--- src/rtl/frame_pkg.sv ---
`default_nettype none
// ============================================================================
// frame_pkg : frame states and serial line levels shared by TX and RX sides
// Revision  : 1.0
// ============================================================================
package frame_pkg;

   typedef enum logic [2:0] {
      IDLE   = 3'd0,
      START  = 3'd1,
      DATA   = 3'd2,
      PARITY = 3'd3,
      STOP   = 3'd4
   } tx_state_t;

   localparam logic LINE_IDLE = 1'b1;
   localparam logic START_BIT = 1'b0;
   localparam logic STOP_BIT  = 1'b1;

endpackage : frame_pkg
`default_nettype wire

--- src/rtl/piso_frame_tx.sv ---
`default_nettype none
// ============================================================================
// piso_frame_tx : framed parallel-to-serial transmitter (start, LSB-first data,
//                 optional parity, stop), back-to-back frames without gaps
// Revision      : 1.0
// ============================================================================
module piso_frame_tx
   import frame_pkg::*;
#(
   parameter int WIDTH      = 8,
   parameter int PARITY_EN  = 1,
   parameter int PARITY_ODD = 0
) (
   input  logic             clk,
   input  logic             rst,
   input  logic [WIDTH-1:0] din,
   input  logic             load_valid,
   output logic             load_ready,
   output logic             so,
   output logic             busy,
   output logic             done
);

   localparam int             CW       = $clog2(WIDTH);
   localparam logic [CW-1:0]  LAST_BIT = CW'(WIDTH - 1);

   tx_state_t        state_q, state_d;
   logic [WIDTH-1:0] shift_q, shift_d;
   logic [CW-1:0]    cnt_q, cnt_d;
   logic             par_q, par_d;
   logic             so_q, so_d;
   logic             busy_q, busy_d;
   logic             done_q, done_d;
   logic             accept;

   assign load_ready = (state_q == IDLE) || (state_q == STOP);
   assign accept     = load_valid && load_ready;

   always_comb begin
      state_d = state_q;
      shift_d = shift_q;
      cnt_d   = cnt_q;
      par_d   = par_q;
      case (state_q)
         IDLE, STOP: begin
            if (accept) begin
               state_d = START;
               shift_d = din;
               par_d   = (PARITY_ODD != 0) ? ~^din : ^din;
            end else begin
               state_d = IDLE;
            end
         end
         START: begin
            state_d = DATA;
            cnt_d   = '0;
         end
         DATA: begin
            if (cnt_q == LAST_BIT) begin
               state_d = (PARITY_EN != 0) ? PARITY : STOP;
            end else begin
               cnt_d   = cnt_q + 1'b1;
               shift_d = shift_q >> 1;
            end
         end
         PARITY:  state_d = STOP;
         default: state_d = IDLE;
      endcase
   end

   // Outputs are registered from the next state so they line up with it.
   always_comb begin
      so_d = LINE_IDLE;
      case (state_d)
         START:   so_d = START_BIT;
         DATA:    so_d = shift_d[0];
         PARITY:  so_d = par_q;
         STOP:    so_d = STOP_BIT;
         default: so_d = LINE_IDLE;
      endcase
      busy_d = (state_d != IDLE);
      done_d = (state_d == STOP);
   end

   always_ff @(posedge clk) begin
      if (rst) begin
         state_q <= IDLE;
         shift_q <= '0;
         cnt_q   <= '0;
         par_q   <= 1'b0;
         so_q    <= LINE_IDLE;
         busy_q  <= 1'b0;
         done_q  <= 1'b0;
      end else begin
         state_q <= state_d;
         shift_q <= shift_d;
         cnt_q   <= cnt_d;
         par_q   <= par_d;
         so_q    <= so_d;
         busy_q  <= busy_d;
         done_q  <= done_d;
      end
   end

   assign so   = so_q;
   assign busy = busy_q;
   assign done = done_q;

endmodule : piso_frame_tx
`default_nettype wire

--- config.mk ---
export PLATFORM = sky130hd
export DESIGN_NAME = piso_frame_tx
export DESIGN_NICKNAME = d
export VERILOG_FILES = /design/src/rtl/frame_pkg.sv /design/src/rtl/piso_frame_tx.sv
export SDC_FILE = /design/constraint.sdc
export NUM_CORES = 1
export LEC_CHECK = 0
export CAP_MARGIN = 20
export CORE_MARGIN = 8
export CORE_UTILIZATION = 54
export DETAILED_ROUTE_END_ITERATION = 8
export DONT_BUFFER_PORTS = 1
export GPL_ROUTABILITY_DRIVEN = 0
export HOLD_SLACK_MARGIN = 0.15
export PLACE_DENSITY_LB_ADDON = 0.1
export SLEW_MARGIN = 10
export SYNTH_ARGS = -nofsm -noshare
export SYNTH_HDL_FRONTEND = slang
export SYNTH_SLANG_ARGS = --single-unit
--- constraint.sdc ---
create_clock -name clk -period 1.6 [get_ports clk]
set_clock_uncertainty 0.1 [all_clocks]
set_input_delay 0.32 -clock clk [delete_from_list [all_inputs] [get_ports clk]]
set_output_delay 0.32 -clock clk [all_outputs]
set_load 0.005 [all_outputs]
==> results of run 1 <==
[final cells by class]
class / instances / area (um2)
fill: 155 / 619
clock buffer: 4 / 36.3
tap: 17 / 21.3
sequential: 18 / 365
inverter: 2 / 7.51
multi-input combinational: 71 / 542
timing repair buffer: 10 / 78.8
[flip-flops by register name, indices dropped and copies added, names as in the netlist]
signal   cells
cnt_q        3
so           1
state_q      3
par_q        1
busy         1
done         1
shift_q      8
[critical path: cells and delay by family (launching register included)]
| kind | cells | cell delay, ns |
|---|---|---|
| flip-flops | 1 | 0.36 |
| buffers and inverters | 2 | 0.32 |
| AND/OR/NAND/NOR | 1 | 0.16 |
[synth_stat cells]
cell type	number
sky130_fd_sc_hd__dfxtp_1	18
sky130_fd_sc_hd__nand3b_1	1
sky130_fd_sc_hd__nor3b_4	1
sky130_fd_sc_hd__nor4bb_1	1
sky130_fd_sc_hd__or2b_1	1
sky130_fd_sc_hd__xnor2_1	8
sky130_fd_sc_hd__nand2b_1	1
sky130_fd_sc_hd__o21bai_1	1
sky130_fd_sc_hd__mux2_2	1
sky130_fd_sc_hd__nor4b_4	1
sky130_fd_sc_hd__clkbuf_8	1
sky130_fd_sc_hd__o21a_1	2
sky130_fd_sc_hd__a2bb2oi_1	1
sky130_fd_sc_hd__and4bb_2	1
sky130_fd_sc_hd__clkbuf_2	1
sky130_fd_sc_hd__inv_1	2
sky130_fd_sc_hd__buf_4	2
sky130_fd_sc_hd__buf_6	1
sky130_fd_sc_hd__nor2_1	8
sky130_fd_sc_hd__nand2_1	7
sky130_fd_sc_hd__a22oi_1	8
sky130_fd_sc_hd__nor2b_1	1
sky130_fd_sc_hd__a21o_1	2
sky130_fd_sc_hd__nor4_1	1
sky130_fd_sc_hd__ha_1	2
sky130_fd_sc_hd__nor3_1	2
sky130_fd_sc_hd__nand3_1	1
sky130_fd_sc_hd__a22oi_2	2
sky130_fd_sc_hd__a21oi_1	9
sky130_fd_sc_hd__a211oi_1	1
sky130_fd_sc_hd__clkbuf_1	1
sky130_fd_sc_hd__o21ai_0	3
sky130_fd_sc_hd__a211o_1	1
sky130_fd_sc_hd__a22o_1	2
sky130_fd_sc_hd__nor2_2	1
sky130_fd_sc_hd__buf_2	1
[layout by cell type (no fill, tap or decap), drive strengths merged, types with 2 or more instances in the layout]
cell	count
nor2	9
a22oi	10
a21o	2
buf	10
dfxtp	18
nor3	2
xnor2	8
a21oi	9
clkbuf	4
o21a	2
a22o	2
nand2	7
inv	2
o21ai	3
ha	2
[stage by stage]
step	hold slack [ns]	std cells	utilization, %
3_3_place_gp	0.288	116	59.0
2_1_floorplan	0.337	98	-
3_5_place_dp	0.288	116	59.0
4_1_cts	-0.0255	120	61.1
6_report	-0.0128	122	62.9
5_1_grt	-0.0311	122	62.9
[repair_timing]
| action | 4_1_cts | 5_1_grt |
|---|---|---|
| resized for setup | 0 | 5 |
| setup buffers | 0 | 2 |
| setup endpoints to repair | 0 | 10 |
| hold endpoints to repair | 15 | 15 |
[power by group through the flow]
stage               combinational, mW  sequential, mW  clock [mW]
floorplan                       0.172           0.512           0
global placement                0.198           0.519           0
detailed placement              0.202           0.521           0
CTS                             0.202           0.511       0.281
global route                    0.236           0.515       0.292
finish                          0.209           0.510       0.270
[routing by layer]
metal | up-vias | track usage (%)
met2 | 10 | 17.7
met4 | 0 | 4.29
met1 | 328 | 14.0
met5 | - | 0
met3 | 2 | 2.91
li1 | 364 | -
[how the worst max path moves through the flow]
stage	start	to	slack (ns)	depth (start not counted)
finish	state_q[1]$_SDFF_PP0_	load_ready	0.06	3
global route	cnt_q[0]$_SDFFE_PP0P_	shift_q[7]$_SDFFE_PP0P_	-0.03	7
CTS	cnt_q[0]$_SDFFE_PP0P_	shift_q[2]$_SDFFE_PP0P_	0.003	7
detailed placement	cnt_q[0]$_SDFFE_PP0P_	shift_q[2]$_SDFFE_PP0P_	0.03	7
global placement	cnt_q[0]$_SDFFE_PP0P_	shift_q[2]$_SDFFE_PP0P_	0.06	7
floorplan	cnt_q[0]$_SDFFE_PP0P_	shift_q[7]$_SDFFE_PP0P_	-0.08	7
[cell families (layout without fill, tap and decap cells)]
logic type / Yosys count / after routing / synth area share, %
XOR/XNOR: 8 / 8 / 7.54
adder cells (fa/ha/maj): 2 / 2 / 2.69
buffers and inverters: 9 / 16 / 6.59
multiplexers: 1 / 1 / 1.21
flip-flops: 18 / 18 / 38.8
AND/OR/NAND/NOR: 28 / 28 / 19.0
AO/OA/AOI/OAI: 32 / 32 / 24.2
==> results.cfg, run 1 <==
[global_route]
wire_length_of_the_first_global_routing_pass_mm = 2.97
grt_pass1_vias = 661
grt_overflow_total = 0
grt_antenna_before_repair = 0
track_usage_pct = 11.2
grt_max_degree = 18

[synth]
synth_area_per_inst_um2 = 9.49
synth.yosys.seq_area_share_pct = 38.8
syn-num-nets = 111
post_synth_instance_area_um2 = 930
postSynthCellCount = 98
post_synthesis_register_bit_count = 18
yosysWarningCount = 0
yosysUniqueCellTypes = 36
leading_post_synthesis_cells_by_cell_area = sky130_fd_sc_hd__dfxtp_1, sky130_fd_sc_hd__xnor2_1, sky130_fd_sc_hd__a22oi_1
synthDominantAreaCellType = sky130_fd_sc_hd__dfxtp_1
yosysTopAreaCellShare_pct = 38.8

[detailed_routing]
detail_route.iter0.violations = 9
firstDrtPassIters = 4
m1_wl_um = 866
route.top_layer_used = met4
vias = 704
detail_route.vias_per_cell = 5.77
routed-wl-met3_um = 84
drcViolationCount = 0
wl_met2_um = 786
detail_route.wl_per_cell_um = 14.4
drtAntennaViolNets = 0
drt-total-wl_mm = 1.75

[timing]
timing.fmax_mhz = 648
max_slew.worst_pin.slew_ns = 0.332
slew-limit-headroom_pct = 77.8
post-route-worst-setup-slack_ns = 0.0560
report.final.setup_viol = 0
summed_negative_setup_slack_over_all_endpoints_ns = 0
finalCritPeriodShare_pct = 96.5
timing_hold_violations_final = 11
slew_viol_final = 0
final_period_minus_worst_setup_slack_ns = 1.54
rsz_0062_raised_after_global_routing = true
timing.hold.ws_ns = -0.0128

[power_and_ir_drop]
clock_power_share_pct = 27.3
p_sw_mw = 0.258
p_comb_share_pct = 21.1
power.leakage_nw = 0.390
power_per_cell_area_nw_per_um2 = 941
vdd.ir_drop.worst_mv = 0.587
sw_frac_of_total_pct = 26.1
internal_power_mw = 0.731
fin_total_pwr_mw = 0.989
pwr-share-seq_pct = 51.6

[run_status]
violations = negative hold slack
run_status = complete, but fails checks

[critical_path]
critical_path_maximum_fanout = 7
critical_path_end_type = output port
setup.reg_to_reg.worst_slack_ns = 0.06
crit_chain = buf_4, nor2_1, buf_4
worstRegToRegCells = 6
critical-path-slowest-cell = sky130_fd_sc_hd__dfxtp_1
critical_path_arrival_ns = 1.12
crit_path_largest_cell_delay_ns = 0.36
critical_path.most_common_cell = sky130_fd_sc_hd__buf_4
worstPathRequired_ns = 1.18
crit-reg2reg-capture = so$_SDFF_PP1_
crit-reg2reg-launch = cnt_q[0]$_SDFFE_PP0P_
critical_path.startpoint_type = register
critical_path_class = reg2out

[worst_hold_path]
hold_path_depth = 1
min_path_type = in2reg
worst_min_delay_path_endpoint = cnt_q[1]$_SDFFE_PP0P_
holdCritStartpoint = rst

[die]
die_area_um2 = 3310
num_rows = 15
chipHeight_um = 57.5
top_level_ports = 15
die_width_um = 57.5
core-area_um2 = 1670
initial_utilization_pct = 55.7

[cts]
clock_sink_count = 18
clk-insertion-delay-late_ns = 0.28
clkSlewWorstSetupHoldPaths_ns = 0.10
clockBufferDepth = 2
h-tree-depth = 1
tritoncts = yes
cts_root_buffer = sky130_fd_sc_hd__clkbuf_4
clock_buffers_created_by_tritoncts = 3

[run]
drv.max_cap_violation_count = 0

[placed_design]
io_buffer_count = 0
dp_hpwl_mm = 1.29
place_worst_setup_slack_ns = 0.0297
placement.cell_area_um2 = 985

[cells_and_area]
final_design_area_no_fill_um2 = 1050
design.final.nets = 119
num_antenna_cells = 0
layout-area-overhead-vs-synth_pct = 13.1
drive_gt1_share_pct = 24.8
(Power assumes the default switching activity.)
==> run 2, diff against run 1 <==
Settings changed: CORE_ASPECT_RATIO from default to 0.75, CORE_UTILIZATION 54 to 48.
==> run 2 against run 1 <==
Against the previous run:
- hold slack better by 0.19 ns
- die area is 9.4% higher
- global-route usage is 1.0 points higher
- core utilization is 0.38 points higher
- count of clock-buffer cells in the layout stayed put
- clock power is 5% higher
- sequential share of layout area is 2.1 points lower
- critical path depth is 4 higher
- worst setup slack worse by 0.014 ns
- design area is 6.8% higher
- via count is 4.0% higher
- the run now ends clean
==> results.cfg, run 2 (synthesized netlist as in run 1, its figures left out) <==
[run_status]
run_status = completed

[placed_design]
io_buffer_count = 0
dp_hpwl_mm = 1.34

[die]
num_rows = 13
initial_utilization_pct = 52.4
core-area_um2 = 1770
die_area_um2 = 3620
top_level_ports = 15
chipHeight_um = 54.1
die_width_um = 66.8

[cells_and_area]
mostFrequentLayoutCell = sky130_fd_sc_hd__dfxtp_1
drive_gt1_share_pct = 22.5
largestRegisters = shift_q: 8 flops, cnt_q: 3 flops, state_q: 3 flops
design.final.nets = 125
num_antenna_cells = 0
num-fill-cells = 155
finalCoreUtilization_pct = 63.3
most-common-layout-cells = sky130_fd_sc_hd__dfxtp_1, sky130_fd_sc_hd__a21oi_1, sky130_fd_sc_hd__a22oi_1, sky130_fd_sc_hd__xnor2_1, sky130_fd_sc_hd__dlygate4sd3_1
ff_latch_area_um2 = 367
layout-area-overhead-vs-synth_pct = 20.7
max_flop_register = shift_q
flip_flop_count_of_the_largest_register_all_copies_and_words_added = 8
multi_input_comb_area_um2 = 541

[global_route]
grt_overflow_total = 0
wire_length_of_the_first_global_routing_pass_mm = 3.24
grt_pass1_vias = 679
track_usage_pct = 12.2
grt_max_degree = 17
grt_antenna_before_repair = 0

[critical_path]
worstPathRequired_ns = 1.68
crit_chain = ha_4, ha_4, nor4b_4, buf_6, nor2_4, a22oi_2, nor2_1
critical_path_arrival_ns = 1.64
critical_path.startpoint_type = register
critical-path-slowest-cell = sky130_fd_sc_hd__dfxtp_2
critical_path_class = reg2reg
critical_path_end_type = register
crit_path_largest_cell_delay_ns = 0.36
critical_path_maximum_fanout = 8
critical_path.most_common_cell = sky130_fd_sc_hd__ha_4

[power_and_ir_drop]
power.leakage_nw = 0.413
vdd.ir_drop.worst_mv = 0.636
fin_total_pwr_mw = 1.03
power_per_cell_area_nw_per_um2 = 918

[detailed_routing]
drtAntennaViolNets = 0
firstDrtPassIters = 4
drcViolationCount = 0
drt-total-wl_mm = 2.00
detail_route.wl_per_cell_um = 15.1
detail_route.iter0.violations = 38
vias = 732
detail_route.vias_per_cell = 5.50

[timing]
final_period_minus_worst_setup_slack_ns = 1.56
timing.hold.ws_ns = 0.179
finalCritPeriodShare_pct = 97.4
slew_viol_final = 0
rsz_0062_raised_after_global_routing = true
summed_negative_setup_slack_over_all_endpoints_ns = 0
timing_hold_violations_final = 0
report.final.setup_viol = 0
slew-limit-headroom_pct = 58.5
max_slew.worst_pin.slew_ns = 0.620
timing.fmax_mhz = 642

[cts]
cts_root_buffer = sky130_fd_sc_hd__clkbuf_4
clkSlewWorstSetupHoldPaths_ns = 0.10
clockBufferDepth = 2
h-tree-depth = 1
tritoncts = yes
clock_sink_count = 18
clock_buffers_created_by_tritoncts = 3
clk-insertion-delay-late_ns = 0.30

[run]
drv.max_cap_violation_count = 0

[worst_hold_path]
min_path_type = in2reg
-- run 2: path summary, 6_finish.rpt --
kind	from	endpoint	slack, ns	cells past startpoint
max reg2reg	cnt_q[0]$_SDFFE_PP0P_	shift_q[7]$_SDFFE_PP0P_	0.04	7
max	cnt_q[0]$_SDFFE_PP0P_	shift_q[7]$_SDFFE_PP0P_	0.04	7
min	rst	state_q[2]$_SDFF_PP0_	0.18	1
min reg2reg	shift_q[2]$_SDFFE_PP0P_	shift_q[2]$_SDFFE_PP0P_	0.37	2
-- run 2: cell type report --
type	count	area share, %
repair buffers	16	12.8
clock buffers	4	3.23
flip-flops and latches	18	32.7
multi-input cells	71	48.2
well taps	22	2.45
inverters	2	0.669
-- run 2: through the flow --
stage                     cells  setup slack (ns)  area, um2
after floorplan              98           -0.0825        966
after global placement      120            0.0456        983
after detailed placement    120            0.0193        983
after CTS                   132            0.0237       1110
after global routing        133           -0.0445       1120
final                       133            0.0419       1120
-- run 2: power by group --
part	internal (mW)	switching, mW	total, mW	leakage, nW
Sequential	0.483	0.0232	0.506	0.149
Combinational	0.122	0.119	0.241	0.243
Clock	0.139	0.145	0.284	0.0210
Total	0.744	0.287	1.03	0.413
-- run 2: worst max-delay path, delay by kind of cell (launching register included) --
| family | cells | cell delay, ns |
|---|---|---|
| AND/OR/NAND/NOR | 3 | 0.34 |
| AO/OA/AOI/OAI | 1 | 0.12 |
| buffers and inverters | 1 | 0.18 |
| flip-flops | 1 | 0.36 |
| adder cells (fa/ha/maj) | 2 | 0.34 |
-- run 2: layer usage --
| layer | wire (um) | share of wire [%] | GRT usage (%) | vias up |
|---|---|---|---|---|
| met1 | 1030 | 51 | 15.0 | 336 |
| met3 | 121 | 6.0 | 5.80 | 4 |
| met2 | 826 | 41 | 17.7 | 16 |
| met4 | 29 | 1.4 | 5.30 | 0 |
| met5 | 0 | 0 | 0 | - |
| li1 | - | - | - | 376 |
-- run 2: repair_timing --
item	4_1_cts	5_1_grt
setup endpoints to repair	4	9
setup buffers	0	1
gates cloned	0	0
hold buffers	8	0
gates resized for setup	3	2
endpoints found under the hold margin	16	0
==> run 3, diff against run 2 <==
==> constraint.sdc (replaced) <==
create_clock -name clk -period 1.6 [get_ports clk]
set_clock_uncertainty 0.1 [all_clocks]
set_input_delay 0.32 -clock clk [delete_from_list [all_inputs] [get_ports clk]]
set_output_delay 0.32 -clock clk [all_outputs]
set_load 0.1 [all_outputs]
==> run 3 against run 2 <==
Against the previous run:
- worst setup slack lost 0.035 ns
- design area grew 5.7%
- cell count grew 4.5%
- total power grew 12%
- routed wire length grew 12%
- count of clock-buffer cells in the layout is the same
- critical path type unchanged
- critical endpoint is now shift_q[2]$_SDFFE_PP0P_
- largest cell class unchanged
- largest power group unchanged
==> results.cfg, run 3 (synthesized netlist as in run 1, its figures left out) <==
[placed_design]
dp_hpwl_mm = 1.49
placement.cell_area_um2 = 1030
io_buffer_count = 0

[critical_path]
critical_path_class = reg2reg
critical_path_end_type = register
worstPathRequired_ns = 1.66
critical_path.startpoint_type = register
worstRegToRegCells = 7
setup.reg_to_reg.worst_slack_ns = 0.007
critical_path_maximum_fanout = 8
critical_path_arrival_ns = 1.65

[timing]
timing_hold_violations_final = 0
finalCritPeriodShare_pct = 99.5
rsz_0062_raised_after_global_routing = true
summed_negative_setup_slack_over_all_endpoints_ns = 0
slew-limit-headroom_pct = 59.6
final_period_minus_worst_setup_slack_ns = 1.59
report.final.setup_viol = 0
slew_viol_final = 0
max_slew.worst_pin.slew_ns = 0.604
timing.fmax_mhz = 628

[cts]
clkSlewWorstSetupHoldPaths_ns = 0.10
clockBufferDepth = 2
clock_sink_count = 18
clk-insertion-delay-late_ns = 0.30
cts_root_buffer = sky130_fd_sc_hd__clkbuf_4
clock_buffers_created_by_tritoncts = 3
tritoncts = yes
h-tree-depth = 1

[detailed_routing]
detail_route.vias_per_cell = 5.53
firstDrtPassIters = 4
vias = 768
drcViolationCount = 0
drtAntennaViolNets = 0
detail_route.iter0.violations = 39
drt-total-wl_mm = 2.25
detail_route.wl_per_cell_um = 16.2

[global_route]
grt_pass1_vias = 706
grt_max_degree = 17
wire_length_of_the_first_global_routing_pass_mm = 3.53
track_usage_pct = 13.0
grt_overflow_total = 0
grt_antenna_before_repair = 0

[power_and_ir_drop]
vdd.ir_drop.worst_mv = 0.779
fin_total_pwr_mw = 1.15
power_per_cell_area_nw_per_um2 = 970
power.leakage_nw = 0.452

[die]
num_rows = 13
top_level_ports = 15
die_area_um2 = 3620
die_width_um = 66.8
initial_utilization_pct = 52.4
chipHeight_um = 54.1
core-area_um2 = 1770

[worst_hold_path]
hold_path_depth = 2
min_path_type = in2reg

[cells_and_area]
flip_flop_count_of_the_largest_register_all_copies_and_words_added = 8
largestRegisters = shift_q: 8 flops, cnt_q: 3 flops, state_q: 3 flops
ff_latch_area_um2 = 370
num_antenna_cells = 0
most-common-layout-cells = sky130_fd_sc_hd__dfxtp_1, sky130_fd_sc_hd__buf_4, sky130_fd_sc_hd__a21oi_1, sky130_fd_sc_hd__a22oi_1, sky130_fd_sc_hd__xnor2_1
final_design_area_no_fill_um2 = 1190
num-fill-cells = 139
max_flop_register = shift_q
mostFrequentLayoutCell = sky130_fd_sc_hd__dfxtp_1
design.final.nets = 131
layout-area-overhead-vs-synth_pct = 27.6
drive_gt1_share_pct = 28.2
multi_input_comb_area_um2 = 546

[run]
drv.max_cap_violation_count = 0

[run_status]
run_status = completed
run 3: changes by cell type in the layout (fill, tap and decap cells not counted), sizes merged:
cell	delta
dlygate4sd3	-1
buf	+7
run 3: area by class of cell:
class                           count  area share, %
Multi-Input combinational cell     71           46.0
Sequential cell                    18           31.2
Timing Repair Buffer               22           16.8
Clock buffer                        4           3.06
Tap cell                           22           2.32
Inverter                            2          0.633
run 3: metrics by stage:
stage | utilization (%) | hold WS (ns) | instances | setup WS [ns]
finish | 66.9 | 0.164 | 139 | 0.00728
global route | 66.9 | 0.159 | 139 | -0.0795
CTS | 64.7 | 0.164 | 135 | -0.00616
detailed placement | 58.3 | 0.295 | 124 | -0.0531
global placement | 58.3 | 0.288 | 124 | 0.0549
floorplan | - | 0.337 | 98 | -0.0824
run 3: worst max-delay path, cell delays in order, from the launching register on:
cell	delay, ns
sky130_fd_sc_hd__dfxtp_2	0.36
sky130_fd_sc_hd__ha_4	0.17
sky130_fd_sc_hd__ha_4	0.18
sky130_fd_sc_hd__nor4b_4	0.24
sky130_fd_sc_hd__buf_6	0.18
sky130_fd_sc_hd__nor2_4	0.07
sky130_fd_sc_hd__nand2_1	0.09
sky130_fd_sc_hd__a21oi_1	0.07
run 3: metal layers:
layer	track usage, %	part of all wire [%]
met4	3.18	0.67
met2	18.9	45
met3	4.97	4.4
met5	0	0
met1	17.6	50
run 3: report_power, final:
part	switching (mW)	internal [mW]	leakage, nW	total (mW)
combinational	0.201	0.153	0.281	0.354
clock	0.148	0.139	0.0210	0.286
sequential	0.0266	0.483	0.150	0.510
run 3: path summary, 6_finish.rpt:
check	start	endpoint
setup reg to reg	cnt_q[0]$_SDFFE_PP0P_	shift_q[2]$_SDFFE_PP0P_
hold reg to reg	shift_q[4]$_SDFFE_PP0P_	shift_q[4]$_SDFFE_PP0P_
setup / recovery	cnt_q[0]$_SDFFE_PP0P_	shift_q[2]$_SDFFE_PP0P_
hold / removal	din[2]	shift_q[2]$_SDFFE_PP0P_
run 3: timing repair:
| item | CTS | global route |
|---|---|---|
| gates resized for setup | 3 | 3 |
| pin swaps | 0 | 1 |
| hold buffers | 7 | 0 |
| setup endpoints to repair | 7 | 10 |
| buffers inserted | 0 | 4 |
| hold endpoints to repair | 17 | 0 |
| cloned | 0 | 0 |
